### config.mk
export PLATFORM = sky130hd
export DESIGN_NAME = seven_segment_scan_controller_flat
export DESIGN_NICKNAME = d
export VERILOG_FILES = /design/src/rtl/seven_segment_scan_controller_if.sv /design/src/rtl/seven_segment_scan_controller.sv /design/src/flat_wrapper.sv
export SDC_FILE = /design/constraint.sdc
export NUM_CORES = 1
export LEC_CHECK = 0
export ABC_CLOCK_PERIOD_IN_PS = 3500
export CORE_ASPECT_RATIO = 0.7
export CORE_MARGIN = 3
export CORE_UTILIZATION = 45
export DETAILED_ROUTE_END_ITERATION = 12
export GPL_ROUTABILITY_DRIVEN = 0
export PLACE_DENSITY = 0.69
export SLEW_MARGIN = 20
export SYNTH_ARGS = -nofsm -noshare
export SYNTH_HDL_FRONTEND = slang
export SYNTH_SLANG_ARGS = --single-unit
export TNS_END_PERCENT = 10
### constraint.sdc
create_clock -name clk -period 3.5 [get_ports clk]
set_clock_uncertainty 0.1 [all_clocks]
set_input_delay 1.05 -clock clk [delete_from_list [all_inputs] [get_ports clk]]
set_output_delay 1.05 -clock clk [all_outputs]
set_load 0.005 [all_outputs]
### src/rtl/seven_segment_scan_controller_if.sv
// Bundle between the scan controller and its user: digit codes in, decoder/display drive out.
// No valid/ready here: en is a level-sensitive run request, frame_done is a one-cycle pulse.
interface seven_segment_scan_controller_if #(
    parameter int NDIGITS = 4
);
    logic                       en;
    logic [4*NDIGITS-1:0]       bcd_in;
    logic [NDIGITS-1:0]         dp_in;
    logic                       lz_suppress;
    logic [3:0]                 bcd_out;
    logic                       dp_out;
    logic [NDIGITS-1:0]         digit_sel;
    logic [$clog2(NDIGITS)-1:0] digit_idx;
    logic                       frame_done;
    logic [1:0]                 dbgState;

    modport master (
        output en, bcd_in, dp_in, lz_suppress,
        input  bcd_out, dp_out, digit_sel, digit_idx, frame_done, dbgState
    );

    modport slave (
        input  en, bcd_in, dp_in, lz_suppress,
        output bcd_out, dp_out, digit_sel, digit_idx, frame_done, dbgState
    );
endinterface

### src/rtl/seven_segment_scan_controller.sv
// Multiplexes NDIGITS BCD digits onto one shared decoder with a dark gap before each digit,
// a once-per-frame input snapshot, leading-zero suppression and blanking of invalid codes.
module seven_segment_scan_controller #(
    parameter int NDIGITS          = 4,
    parameter int REFRESH_TICKS    = 100000,
    parameter int BLANK_TICKS      = 1000,
    parameter int DIGIT_ACTIVE_LOW = 0
) (
    input logic clk,
    input logic rst,
    seven_segment_scan_controller_if.slave bus
);
    localparam int IW   = $clog2(NDIGITS);
    localparam int MAXT = (REFRESH_TICKS > BLANK_TICKS) ? REFRESH_TICKS : BLANK_TICKS;
    localparam int CW   = (MAXT > 1) ? $clog2(MAXT) : 1;

    localparam logic [IW-1:0]      LAST_IDX = IW'(NDIGITS - 1);
    localparam logic [NDIGITS-1:0] SEL_OFF  = (DIGIT_ACTIVE_LOW != 0) ? '1 : '0;
    localparam logic [NDIGITS-1:0] SEL_ONE  = NDIGITS'(1);

    typedef enum logic [1:0] {
        IDLE  = 2'd0,
        BLANK = 2'd1,
        SHOW  = 2'd2
    } stateT;

    stateT                state;
    logic [CW-1:0]        cnt;
    logic [IW-1:0]        idx;
    logic [4*NDIGITS-1:0] bcdSnap;
    logic [NDIGITS-1:0]   dpSnap;
    logic                 lzSnap;
    logic                 showBlank;
    logic [3:0]           bcdOutR;
    logic                 dpOutR;
    logic [NDIGITS-1:0]   digitSelR;
    logic                 frameDoneR;

    // A digit is dark if its code is invalid, or it is a zero with only zero/dark digits above it.
    function automatic logic [NDIGITS-1:0] blankMask(
        input logic [4*NDIGITS-1:0] bcd,
        input logic [NDIGITS-1:0]   dp,
        input logic                 lz
    );
        logic [NDIGITS-1:0] m;
        logic [3:0]         code;
        logic               higherDark;
        m          = '0;
        higherDark = 1'b1;
        for (int k = NDIGITS - 1; k >= 0; k--) begin
            code       = bcd[4*k +: 4];
            m[k]       = (code > 4'd9) ||
                         (lz && (k != 0) && (code == 4'd0) && !dp[k] && higherDark);
            higherDark = higherDark && ((code == 4'd0) || m[k]);
        end
        return m;
    endfunction

    // Values for the digit about to enter BLANK; a fresh frame reads the live inputs.
    logic                 loadNew;
    logic [IW-1:0]        nextIdx;
    logic [4*NDIGITS-1:0] srcBcd;
    logic [NDIGITS-1:0]   srcDp;
    logic                 srcLz;
    logic [NDIGITS-1:0]   srcMask;
    logic [3:0]           srcCode;
    logic [3:0]           loadBcd;
    logic                 loadDp;
    logic                 loadBlank;

    always_comb begin
        loadNew   = (state == IDLE) || (idx == LAST_IDX);
        nextIdx   = loadNew ? '0 : idx + 1'b1;
        srcBcd    = loadNew ? bus.bcd_in : bcdSnap;
        srcDp     = loadNew ? bus.dp_in : dpSnap;
        srcLz     = loadNew ? bus.lz_suppress : lzSnap;
        srcMask   = blankMask(srcBcd, srcDp, srcLz);
        srcCode   = srcBcd[4*int'(nextIdx) +: 4];
        loadBcd   = (srcCode > 4'd9) ? 4'd0 : srcCode;
        loadDp    = srcDp[nextIdx];
        loadBlank = srcMask[nextIdx];
    end

    always_ff @(posedge clk or posedge rst) begin
        if (rst) begin
            state      <= IDLE;
            cnt        <= '0;
            idx        <= '0;
            bcdSnap    <= '0;
            dpSnap     <= '0;
            lzSnap     <= 1'b0;
            showBlank  <= 1'b0;
            bcdOutR    <= 4'd0;
            dpOutR     <= 1'b0;
            digitSelR  <= SEL_OFF;
            frameDoneR <= 1'b0;
        end else if (!bus.en) begin
            state      <= IDLE;
            cnt        <= '0;
            idx        <= '0;
            showBlank  <= 1'b0;
            bcdOutR    <= 4'd0;
            dpOutR     <= 1'b0;
            digitSelR  <= SEL_OFF;
            frameDoneR <= 1'b0;
        end else begin
            frameDoneR <= 1'b0;
            case (state)
                IDLE: begin
                    state     <= BLANK;
                    cnt       <= '0;
                    idx       <= nextIdx;
                    bcdSnap   <= bus.bcd_in;
                    dpSnap    <= bus.dp_in;
                    lzSnap    <= bus.lz_suppress;
                    bcdOutR   <= loadBcd;
                    dpOutR    <= loadDp;
                    showBlank <= loadBlank;
                    digitSelR <= SEL_OFF;
                end
                BLANK: begin
                    if (cnt == CW'(BLANK_TICKS - 1)) begin
                        state      <= SHOW;
                        cnt        <= '0;
                        digitSelR  <= showBlank ? SEL_OFF : (SEL_OFF ^ (SEL_ONE << idx));
                        frameDoneR <= (idx == LAST_IDX) && (REFRESH_TICKS == 1);
                    end else begin
                        cnt <= cnt + 1'b1;
                    end
                end
                SHOW: begin
                    if (cnt == CW'(REFRESH_TICKS - 1)) begin
                        state     <= BLANK;
                        cnt       <= '0;
                        idx       <= nextIdx;
                        bcdOutR   <= loadBcd;
                        dpOutR    <= loadDp;
                        showBlank <= loadBlank;
                        digitSelR <= SEL_OFF;
                        if (loadNew) begin
                            bcdSnap <= bus.bcd_in;
                            dpSnap  <= bus.dp_in;
                            lzSnap  <= bus.lz_suppress;
                        end
                    end else begin
                        cnt        <= cnt + 1'b1;
                        // Registered pulse must be set one cycle ahead to land on the last SHOW cycle.
                        frameDoneR <= (idx == LAST_IDX) && (cnt == CW'(REFRESH_TICKS - 2));
                    end
                end
                default: begin
                    state <= IDLE;
                end
            endcase
        end
    end

    assign bus.bcd_out    = bcdOutR;
    assign bus.dp_out     = dpOutR;
    assign bus.digit_sel  = digitSelR;
    assign bus.digit_idx  = idx;
    assign bus.frame_done = frameDoneR;
    assign bus.dbgState   = state;
endmodule

### src/flat_wrapper.sv
// flat-port wrapper written by rule: the top's interface ports become plain ports
module seven_segment_scan_controller_flat 
#(
    parameter int NDIGITS          = 4,
    parameter int REFRESH_TICKS    = 100000,
    parameter int BLANK_TICKS      = 1000,
    parameter int DIGIT_ACTIVE_LOW = 0
)
  (clk, rst, bus_en, bus_bcd_in, bus_dp_in, bus_lz_suppress, bus_bcd_out, bus_dp_out, bus_digit_sel, bus_digit_idx, bus_frame_done, bus_dbgState);
  seven_segment_scan_controller_if #(.NDIGITS(NDIGITS)) bus_i ();
  input logic clk;
  input logic rst;
  input wire logic [$bits(bus_i.en)-1:0] bus_en;
  input wire logic [$bits(bus_i.bcd_in)-1:0] bus_bcd_in;
  input wire logic [$bits(bus_i.dp_in)-1:0] bus_dp_in;
  input wire logic [$bits(bus_i.lz_suppress)-1:0] bus_lz_suppress;
  output wire logic [$bits(bus_i.bcd_out)-1:0] bus_bcd_out;
  output wire logic [$bits(bus_i.dp_out)-1:0] bus_dp_out;
  output wire logic [$bits(bus_i.digit_sel)-1:0] bus_digit_sel;
  output wire logic [$bits(bus_i.digit_idx)-1:0] bus_digit_idx;
  output wire logic [$bits(bus_i.frame_done)-1:0] bus_frame_done;
  output wire logic [$bits(bus_i.dbgState)-1:0] bus_dbgState;
  assign bus_i.en = bus_en;
  assign bus_i.bcd_in = bus_bcd_in;
  assign bus_i.dp_in = bus_dp_in;
  assign bus_i.lz_suppress = bus_lz_suppress;
  assign bus_bcd_out = bus_i.bcd_out;
  assign bus_dp_out = bus_i.dp_out;
  assign bus_digit_sel = bus_i.digit_sel;
  assign bus_digit_idx = bus_i.digit_idx;
  assign bus_frame_done = bus_i.frame_done;
  assign bus_dbgState = bus_i.dbgState;
  seven_segment_scan_controller #(.NDIGITS(NDIGITS), .REFRESH_TICKS(REFRESH_TICKS), .BLANK_TICKS(BLANK_TICKS), .DIGIT_ACTIVE_LOW(DIGIT_ACTIVE_LOW)) u_core (.clk(clk), .rst(rst), .bus(bus_i));
endmodule
Word-level counts from Yosys, hierarchy flattened
Cells that the tools add are included.
{ "word_totals": {"word_cells": 103, "input_bits": 24, "reg_bits": 53, "output_inout_bits": 14} }
{ "op_classes": {"add_sub_neg": 2, "order_cmp": 6, "n_eq_ne": 11, "reduce_logical": 28, "shift": 2, "n_mux": 43} }
{ "ops": {"columns": ["cell", "count"], "rows": [
  ["$mux W17", 3],
  ["$pmux W17 S3", 1],
  ["$mux W4", 9],
  ["$eq A17 B17 Y1 const B", 2],
  ["$mux W16", 2],
  ["$pmux W16 S2", 1],
  ["$gt A4 B4 Y1 const B", 5],
  ["$add A17 B1 Y17 const B", 1],
  ["$eq A17 B10 Y1 const B", 1],
  ["$pmux W4 S2", 2],
  ["$shiftx A16 B5 Y4", 1],
  ["$logic_not A4 Y1", 3],
  ["$mux W2", 6],
  ["$pmux W4 S3", 1],
  ["$mux W1", 11],
  ["$logic_and A1 B1 Y1", 10],
  ["$logic_or A1 B1 Y1", 6],
  ["$ne A3 B2 Y1 const B", 2],
  ["$pmux W1 S2", 3],
  ["$pmux W2 S3", 1],
  ["$reduce_and A3 Y1", 2],
  ["$bmux W1 S2", 2],
  ["$eq A2 B2 Y1 const B", 2],
  ["$ne A4 B1 Y1 const B", 1],
  ["other kinds (11)", 14]
]} }

Depth between registers and ports, before layout
{ "depth": {"ltp_word": 19, "mapped_depth": 9, "depth_no_buf": 8} }

Least setup slack after synthesis
Ideal clock, no wire load.
{ "synth_path": {"path_kind": "input-to-reg", "startpoint": "input bus_en", "endpoint": "register u_core.cnt[13]", "required_ns": 3.279, "n_path_buf": 2, "setup_time_ns": 0.121, "path_slack_ns": 0.880, "path_stages": 8, "arrival_time_ns": 2.398, "cell_sequence": "buf_4 > or4b_2 > clkbuf_1 > nand4_1 > nor2_1 > nand2_1 > xor2_1 > nor2_1"} }
{ "synth_via": {"elab_chain_cells": 1, "elab_cells_between_ends": 2, "cone_classes": "1 x eq/ne; 1 x mux"} }
{ "synth_rtl": {"columns": ["item", "line", "text"], "rows": [
  ["start: declaration", "flat_wrapper.sv:13", "input wire logic [$bits(bus_i.en)-1:0] bus_en;"],
  ["$ne A4 B1 Y1 (no line) / $mux W17 (equally long branches)", null, null],
  ["end signal: assignment", "seven_segment_scan_controller.sv:128", "cnt <= cnt + 1'b1;"],
  ["end signal: assignment", "seven_segment_scan_controller.sv:146", "cnt <= cnt + 1'b1;"],
  ["end: declaration", "seven_segment_scan_controller.sv:28", "logic [CW-1:0] cnt;"]
]} }
Parallel ways exist; a longest one is shown, timed or not.
A chain may end at the register's enable or synchronous reset.

Worst setup path in the final report
{ "layout_path": {"startpoint": "input bus_en", "endpoint": "register u_core.cnt[15]"} }
The elaborated chain is that of the path after synthesis.

==> results by group <==
Outcome
  • Status: finished, final reports clean

Finish
  • Number of cells in the finished layout apart from fillers: 410
  • Number of diodes added for antenna fixing: 0
  • Signed area change from the synthesized netlist to the final layout: 18.8%
  • NumNets Final: 365
  • Filler cell count: 577
  • Fraction of final layout cells sized beyond drive strength 1: 0.160

Timing
  • Tmin final: 2780 ps
  • Unrepaired setup endpoints after global routing: false
  • Final count of pins violating max slew: 0
  • Setup violators final: 0
  • FMAX: 359 MHz
  • Number of hold violations in the final report: 0
  • Ratio of final minimum period to clock period: 0.795
  • Remaining max-slew budget at the tightest pin: 0.547
  • Worst slew pin tran: 680 ps
  • Fin Setup TNS: 0 ps
  • Hold Worst Slack: 420 ps

Power and ir drop
  • Worst vdd ir: 362 uV
  • Clock group share of total power: 0.142
  • Share of total power in sequential cells: 0.390
  • Total power of the final layout: 2450 uW
  • Static leakage: 0.00143 uW
  • Combinational share of power: 0.468
  • Net switching power figure: 949 uW
  • Int Power: 1500 uW
  • Switching share of total power: 0.387
  • Power density of the placed cells: 698 nW/um^2

Critical path
  • CP Max Fanout: 8
  • Total number of cells along the worst setup path: 7
  • Cell with the largest stage delay on the worst path: sky130_fd_sc_hd__or4b_2
  • Category of the worst setup path capture point: register
  • Worst stage delay on the critical path: 720 ps
  • Worst setup path category: in -> reg
  • Kind of start point of the critical path: primary input
  • Gate family responsible for the most delay along the worst path: simple AND/OR/NAND/NOR gates
  • FF-to-FF path depth: 8
  • R2r setup slk: 780 ps
  • Buffers plus inverters on the worst setup path: 1
  • Crit-path most repeated cell: sky130_fd_sc_hd__nor2_1
  • WP data arrival: 2880 ps
  • Cells along the critical path: clkdlybuf4s50_1 > or4b_2 > nand4_1 > nor2_1 > nand2_1 > xor2_1 > nor2_1
  • Worst endpoint required time: 3590 ps

Place
  • Port buffer count: 37
  • Final HPWL from detailed placement: 4880 microns
  • Placed cell count: 402

GRT
  • Initial antenna violation count: 0
  • Via count of the first global-routing pass: 2107
  • Maximum number of pins on one net before global-route repair: 54
  • All-Layer GR Usage: 0.184
  • First-pass GRT wire length: 10800 microns
  • Total overflow reported by the global router: 0

Clock network
  • Cell at the root of the clock tree: sky130_fd_sc_hd__clkbuf_8
  • Num Clock Sinks: 53
  • Number of levels the H-tree was split into: 2
  • Post-CTS setup-driven buffer insertion count: 0
  • Clock transition time at the flip-flop clock pins of the worst setup and hold paths: 100 ps
  • Maximum buffer depth of the clock tree: 2
  • Clock insertion delay at the later pin of the skew report: 310 ps
  • Resize count post-CTS: 0
  • Number of buffers created by CTS: 5
  • Clock tree from TritonCTS: done
  • # hold bufs at CTS: 0

Yosys
  • Netlist cell types: 48
  • Number of flops mapped to enable cells by yosys: 0
  • Main synth FF type: sky130_fd_sc_hd__dfrtp_1
  • Netlist Area Pre-Place: 2950 sq um
  • Post-synthesis cell count: 288
  • Number of synthesized register bits: 53
  • Share of synthesized registers carrying an async set or reset: 1.00
  • Portion of the post-synthesis area used by sequential elements: 0.449
  • Synthesized Nets: 322
  • Syn. warnings: 0
  • Post-Syn Area per Cell: 10.3 sq um

Route
  • Vias post-DR: 2314
  • Number of vias per cell: 5.64
  • DRT antenna net count: 0
  • Total iterations of the first detailed-routing run: 4
  • Routed len/inst: 16.3 microns
  • Final wirelength: 6670 microns
  • Post-route DRC violation count: 0
  • Iteration-0 DRC count of the detailed router: 243

Floorplan
  • Die Y-Extent: 73.8 microns
  • Die Area: 7590 sq um
  • Core box area: 6310 sq um
  • Number of I/O pins: 38
  • Die extent in x: 103 microns
  • Number of rows in the core area: 24
  • Initial core utilization: 0.468

Worst hold path
  • Worst hold path class: reg -> reg
  • Worst hold path stage count: 1

Job
  • Max-Cap Viols: 0
==> sequential cells by signal, indices dropped and copies added, names as in the netlist <==
register,cells
u_core.bcdSnap,16
u_core.bus.bcd_out,4
u_core.bus.dbgState,2
u_core.bus.digit_idx,2
u_core.bus.digit_sel,4
u_core.bus.dp_out,1
u_core.bus.frame_done,1
u_core.cnt,17
u_core.dpSnap,4
u_core.lzSnap,1
u_core.showBlank,1
==> cells in the final DEF, fill, tap and decap left out, types with 4 or more instances in the layout <==
cell	count
sky130_fd_sc_hd__clkbuf_8	5
sky130_fd_sc_hd__xnor2_1	4
sky130_fd_sc_hd__inv_1	10
sky130_fd_sc_hd__xor2_1	8
sky130_fd_sc_hd__mux2_2	23
sky130_fd_sc_hd__ha_1	10
sky130_fd_sc_hd__nor2_1	28
sky130_fd_sc_hd__nor4_1	5
sky130_fd_sc_hd__a31oi_1	5
sky130_fd_sc_hd__o21ai_0	11
sky130_fd_sc_hd__clkdlybuf4s50_1	37
sky130_fd_sc_hd__nand3_1	17
sky130_fd_sc_hd__buf_4	10
sky130_fd_sc_hd__nand2_1	30
sky130_fd_sc_hd__a21oi_1	16
sky130_fd_sc_hd__mux2i_1	11
sky130_fd_sc_hd__dfrtp_1	53
==> worst paths after layout <==
path | to | from
max | u_core.cnt[15] | bus_en
min | u_core.bcdSnap[0] | u_core.bcdSnap[0]
max reg2reg | u_core.showBlank | u_core.bus.dbgState[0]
min reg2reg | u_core.bcdSnap[0] | u_core.bcdSnap[0]
max in group asynchronous | u_core.cnt[9] | rst
min in group asynchronous | u_core.dpSnap[3] | rst
==> per-stage QoR <==
stage                     setup slack, ps  area, sq um   util
after floorplan                       880         2950      -
after global placement                464         3420  0.542
after detailed placement              436         3420  0.542
after CTS                             747         3510  0.556
after global routing                  614         3510  0.556
final                                 717         3510  0.556
==> area by class of cell <==
type / instances / area [sq um] / area share
clock buffers: 6 / 72.6 / 0.0207
clock inverters: 2 / 15.0 / 0.00428
inverters: 11 / 41.3 / 0.0118
multi-input cells: 213 / 1510 / 0.430
flip-flops and latches: 53 / 1330 / 0.378
well taps: 78 / 97.6 / 0.0278
repair buffers: 47 / 445 / 0.127
==> power groups by stage <==
stage	logic [uW]	clock network, uW	registers [uW]
4_1_cts	1130	358	950
5_1_grt	1250	380	976
3_5_place_dp	1120	0	962
3_3_place_gp	1110	0	961
6_report	1150	347	956
2_1_floorplan	827	0	911
==> cells in the mapped netlist (3+ instances only) <==
master | instances | area, sq um
sky130_fd_sc_hd__dfrtp_1 | 53 | 1330
sky130_fd_sc_hd__nand2_1 | 30 | 113
sky130_fd_sc_hd__nor2_1 | 28 | 105
sky130_fd_sc_hd__mux2_2 | 23 | 259
sky130_fd_sc_hd__nand3_1 | 17 | 85.1
sky130_fd_sc_hd__a21oi_1 | 16 | 80.1
sky130_fd_sc_hd__inv_1 | 11 | 41.3
sky130_fd_sc_hd__mux2i_1 | 11 | 110
sky130_fd_sc_hd__o21ai_0 | 11 | 55.1
sky130_fd_sc_hd__ha_1 | 10 | 125
sky130_fd_sc_hd__xor2_1 | 8 | 70.1
sky130_fd_sc_hd__a31oi_1 | 5 | 31.3
sky130_fd_sc_hd__buf_2 | 5 | 25.0
sky130_fd_sc_hd__nor4_1 | 5 | 31.3
sky130_fd_sc_hd__xnor2_1 | 4 | 35.0
sky130_fd_sc_hd__a211oi_1 | 3 | 22.5
sky130_fd_sc_hd__and3_1 | 3 | 18.8
sky130_fd_sc_hd__mux4_2 | 3 | 67.6
sky130_fd_sc_hd__nand4_1 | 3 | 18.8
==> layer usage <==
metal	global-route usage	share of wire	vias to the layer above	wire (microns)
li1	-	-	1116	-
met3	0.0313	0.072	5	483
met4	0.0402	0.0091	0	61
met2	0.230	0.38	88	2560
met5	0	0	-	0
met1	0.317	0.53	1105	3560
==> cell families (layout without fill, tap and decap cells) <==
kind of cell               after synthesis  in the layout  synth area share
AOI/OAI and AO/OA                       46             46            0.0945
xor gates and xnor gates                12             12            0.0356
adders and majority gates               10             10            0.0424
buffers and inverters                   22             66            0.0394
DFF                                     53             53             0.449
muxes                                   37             37             0.148
and+or+nand+nor                        108            108             0.191
Note: power is estimated with default switching activity, not from simulation.
==> variant, RTL diff (config.mk and constraints unchanged) <==
`NDIGITS` is set to 4 in 3 places; all go to 8.
--- a/src/rtl/seven_segment_scan_controller_if.sv
+++ b/src/rtl/seven_segment_scan_controller_if.sv
@@ -1,7 +1,7 @@
 // Bundle between the scan controller and its user: digit codes in, decoder/display drive out.
 // No valid/ready here: en is a level-sensitive run request, frame_done is a one-cycle pulse.
 interface seven_segment_scan_controller_if #(
-    parameter int NDIGITS = 4
+    parameter int NDIGITS = 8
 );
     logic                       en;
     logic [4*NDIGITS-1:0]       bcd_in;
--- a/src/rtl/seven_segment_scan_controller.sv
+++ b/src/rtl/seven_segment_scan_controller.sv
@@ -1,7 +1,7 @@
 // Multiplexes NDIGITS BCD digits onto one shared decoder with a dark gap before each digit,
 // a once-per-frame input snapshot, leading-zero suppression and blanking of invalid codes.
 module seven_segment_scan_controller #(
-    parameter int NDIGITS          = 4,
+    parameter int NDIGITS          = 8,
     parameter int REFRESH_TICKS    = 100000,
     parameter int BLANK_TICKS      = 1000,
     parameter int DIGIT_ACTIVE_LOW = 0
--- a/src/flat_wrapper.sv
+++ b/src/flat_wrapper.sv
@@ -1,7 +1,7 @@
 // flat-port wrapper written by rule: the top's interface ports become plain ports
 module seven_segment_scan_controller_flat 
 #(
-    parameter int NDIGITS          = 4,
+    parameter int NDIGITS          = 8,
     parameter int REFRESH_TICKS    = 100000,
     parameter int BLANK_TICKS      = 1000,
     parameter int DIGIT_ACTIVE_LOW = 0
Interface: changed (resized bus_bcd_in, bus_digit_idx, bus_digit_sel and bus_dp_in); port bits go from 38 to 63. The function was not compared with the original's and may differ.
==> variant against the unedited design <==
Total power is 74% higher; combinational power is 47% higher; sequential cell count is 25 higher; final area increased by 59%; synthesized area grew 50%; routed wire length is 66% higher; setup slack worse by 0.31 ns; sequential share of layout area down 2.8 points.
==> variant: results (changes against the unedited design) <==
set qor(drt-initial-drc-count) 299 ;# +23%
set qor(clk_latency_ns) 0.34 ;# +0.03 ns
set qor(netlist_instances) 404 ;# +40%
set qor(slew-limit-headroom) 0.496 ;# -0.0507
set qor(async_reset_ff_frac) 1.00 ;# unchanged
set qor(largest_registers) {u_core.bcdSnap (32), u_core.cnt (17)}
set qor(ctsHtreeMaxLevel) 3 ;# +1
set qor(path_clk_slew_ns) 0.06 ;# -0.04 ns
set qor(ir_drop_mv) 0.437 ;# +21%
set qor(cts_setup_buffers) 0 ;# unchanged
set qor(placedCellCount) 587 ;# +46%
set qor(io_buffers) 62 ;# +68%
set qor(first_pass_iters) 4 ;# unchanged
set qor(tot_gr_track_use) 0.209 ;# +0.0247
set qor(post_layout_nonfiller_instances) 602 ;# +47%
set qor(seq_area_frac_synth) 0.441 ;# -0.00785
set qor(dp_slack_ns) 0.290 ;# -0.146 ns
set qor(route.detailed.vias_per_inst) 5.83 ;# +3.4%
set qor(outcome) {completed}
set qor(critPathMaxFanout) 8 ;# unchanged
set qor(worst_ep_arrival_time_ns) 3.26 ;# +0.38 ns
set qor(synth_commonest_cells) {sky130_fd_sc_hd__dfrtp_1, sky130_fd_sc_hd__mux2_1, sky130_fd_sc_hd__nand2_1}
set qor(dp_hpwl_um) 8450 ;# +73%
set qor(number_of_global_route_vias_before_repair) 3393 ;# +61%
set qor(post_route_cells_drive_above_1_share) 0.111 ;# -0.0488
set qor(power_leakage_nw) 2.32 ;# +62%
set qor(netlist_top_cells_area) {sky130_fd_sc_hd__dfrtp_1, sky130_fd_sc_hd__mux2_1, sky130_fd_sc_hd__mux2i_1}
set qor(pin_count_of_the_biggest_net_entering_global_routing) 44 ;# -19%
set qor(yosys_warnings) 0 ;# unchanged
set qor(insertedDiodeCount) 0 ;# unchanged
set qor(routedWlPerCell_um) 18.4 ;# +13%
set qor(post_cts_resized) 0 ;# unchanged
set qor(clk_buf_depth) 2 ;# unchanged
set qor(global_route_wire_length_before_repair_um) 18100 ;# +67%
set qor(holdCritPathClass) {reg2reg}
set qor(number_of_antenna_violations_at_the_first_check_in_global_routing) 0 ;# unchanged
set qor(clk_root_buffer_cell) {sky130_fd_sc_hd__clkbuf_16}
set qor(final_nets) 530 ;# +45%
set qor(postSynthNetCount) 460 ;# +43%
set qor(synthDistinctLibCells) 62 ;# +29%
set qor(number_of_buffers_inserted_during_clock_tree_synthesis) 9 ;# +4
-- variant: changes by cell type after synthesis, sizes merged, moves of 7 or more --
cell	delta
mux2	+22
dfrtp	+25
o21ai	+16
or4	+11
nand2	+8
inv	+7
-- variant: per-layer routing --
layer | up-vias | part of all wire | global-route usage
met5 | - | 0 | 0
met4 | 0 | 0.010 | 0.0577
met3 | 9 | 0.087 | 0.0681
met2 | 132 | 0.41 | 0.304
met1 | 1741 | 0.49 | 0.302
li1 | 1630 | - | -
-- variant: layout make-up --
class                      instances  area, um2
multi-input combinational        291       2300
clock inverter                     4       95.1
timing repair buffer              76        763
fill                             768       3740
tap                              124        155
clock buffer                      11        243
sequential                        78       1950
inverter                          18       67.6
-- variant: worst paths after layout --
kind / start / endpoint / slack (ns) / depth (start not counted)
setup / recovery: u_core.bus.digit_idx[0]$_DFFE_PP0P_ / u_core.bus.bcd_out[0]$_DFFE_PP0P_ / 0.41 / 8
hold / removal: u_core.bus.bcd_out[0]$_DFFE_PP0P_ / u_core.bus.bcd_out[0]$_DFFE_PP0P_ / 0.36 / 2
setup reg to reg: u_core.bus.digit_idx[0]$_DFFE_PP0P_ / u_core.bus.bcd_out[0]$_DFFE_PP0P_ / 0.41 / 8
hold reg to reg: u_core.bus.bcd_out[0]$_DFFE_PP0P_ / u_core.bus.bcd_out[0]$_DFFE_PP0P_ / 0.36 / 2
max in group asynchronous: rst / u_core.bcdSnap[0]$_DFFE_PP0P_ / 1.55 / 4
min in group asynchronous: rst / u_core.bcdSnap[30]$_DFFE_PP0P_ / 1.02 / 2
-- variant: cell families after synthesis --
logic type | share of synthesized area
mux | 0.207
simple gates | 0.147
fa+ha+maj | 0.0339
compound gates | 0.110
flops | 0.441
buf+inv | 0.0393
xor+xnor | 0.0218
-- variant: where the power goes --
group          internal (mW)  leakage [nW]  switching (mW)
sequential              1.20         0.993           0.318
clock                  0.711         0.166           0.351
combinational          0.849          1.16           0.838
-- variant: worst max-delay path: stages, from the launching register on --
cell and delay (ns):
sky130_fd_sc_hd__dfrtp_1 0.52, sky130_fd_sc_hd__inv_1 0.18, sky130_fd_sc_hd__ha_1 0.54, sky130_fd_sc_hd__mux4_2 0.61, sky130_fd_sc_hd__mux2_2 0.29, sky130_fd_sc_hd__mux2i_1 0.21, sky130_fd_sc_hd__nand4_1 0.16, sky130_fd_sc_hd__a221o_1 0.35
sky130_fd_sc_hd__nand2_1 0.06
-- variant: through the flow --
| stage | cell area, um2 | utilization |
|---|---|---|
| finish | 5580 | 0.598 |
| detailed placement | 5240 | 0.562 |
| floorplan | 4420 | - |
| global placement | 5240 | 0.562 |
| CTS | 5580 | 0.598 |
| global route | 5580 | 0.598 |
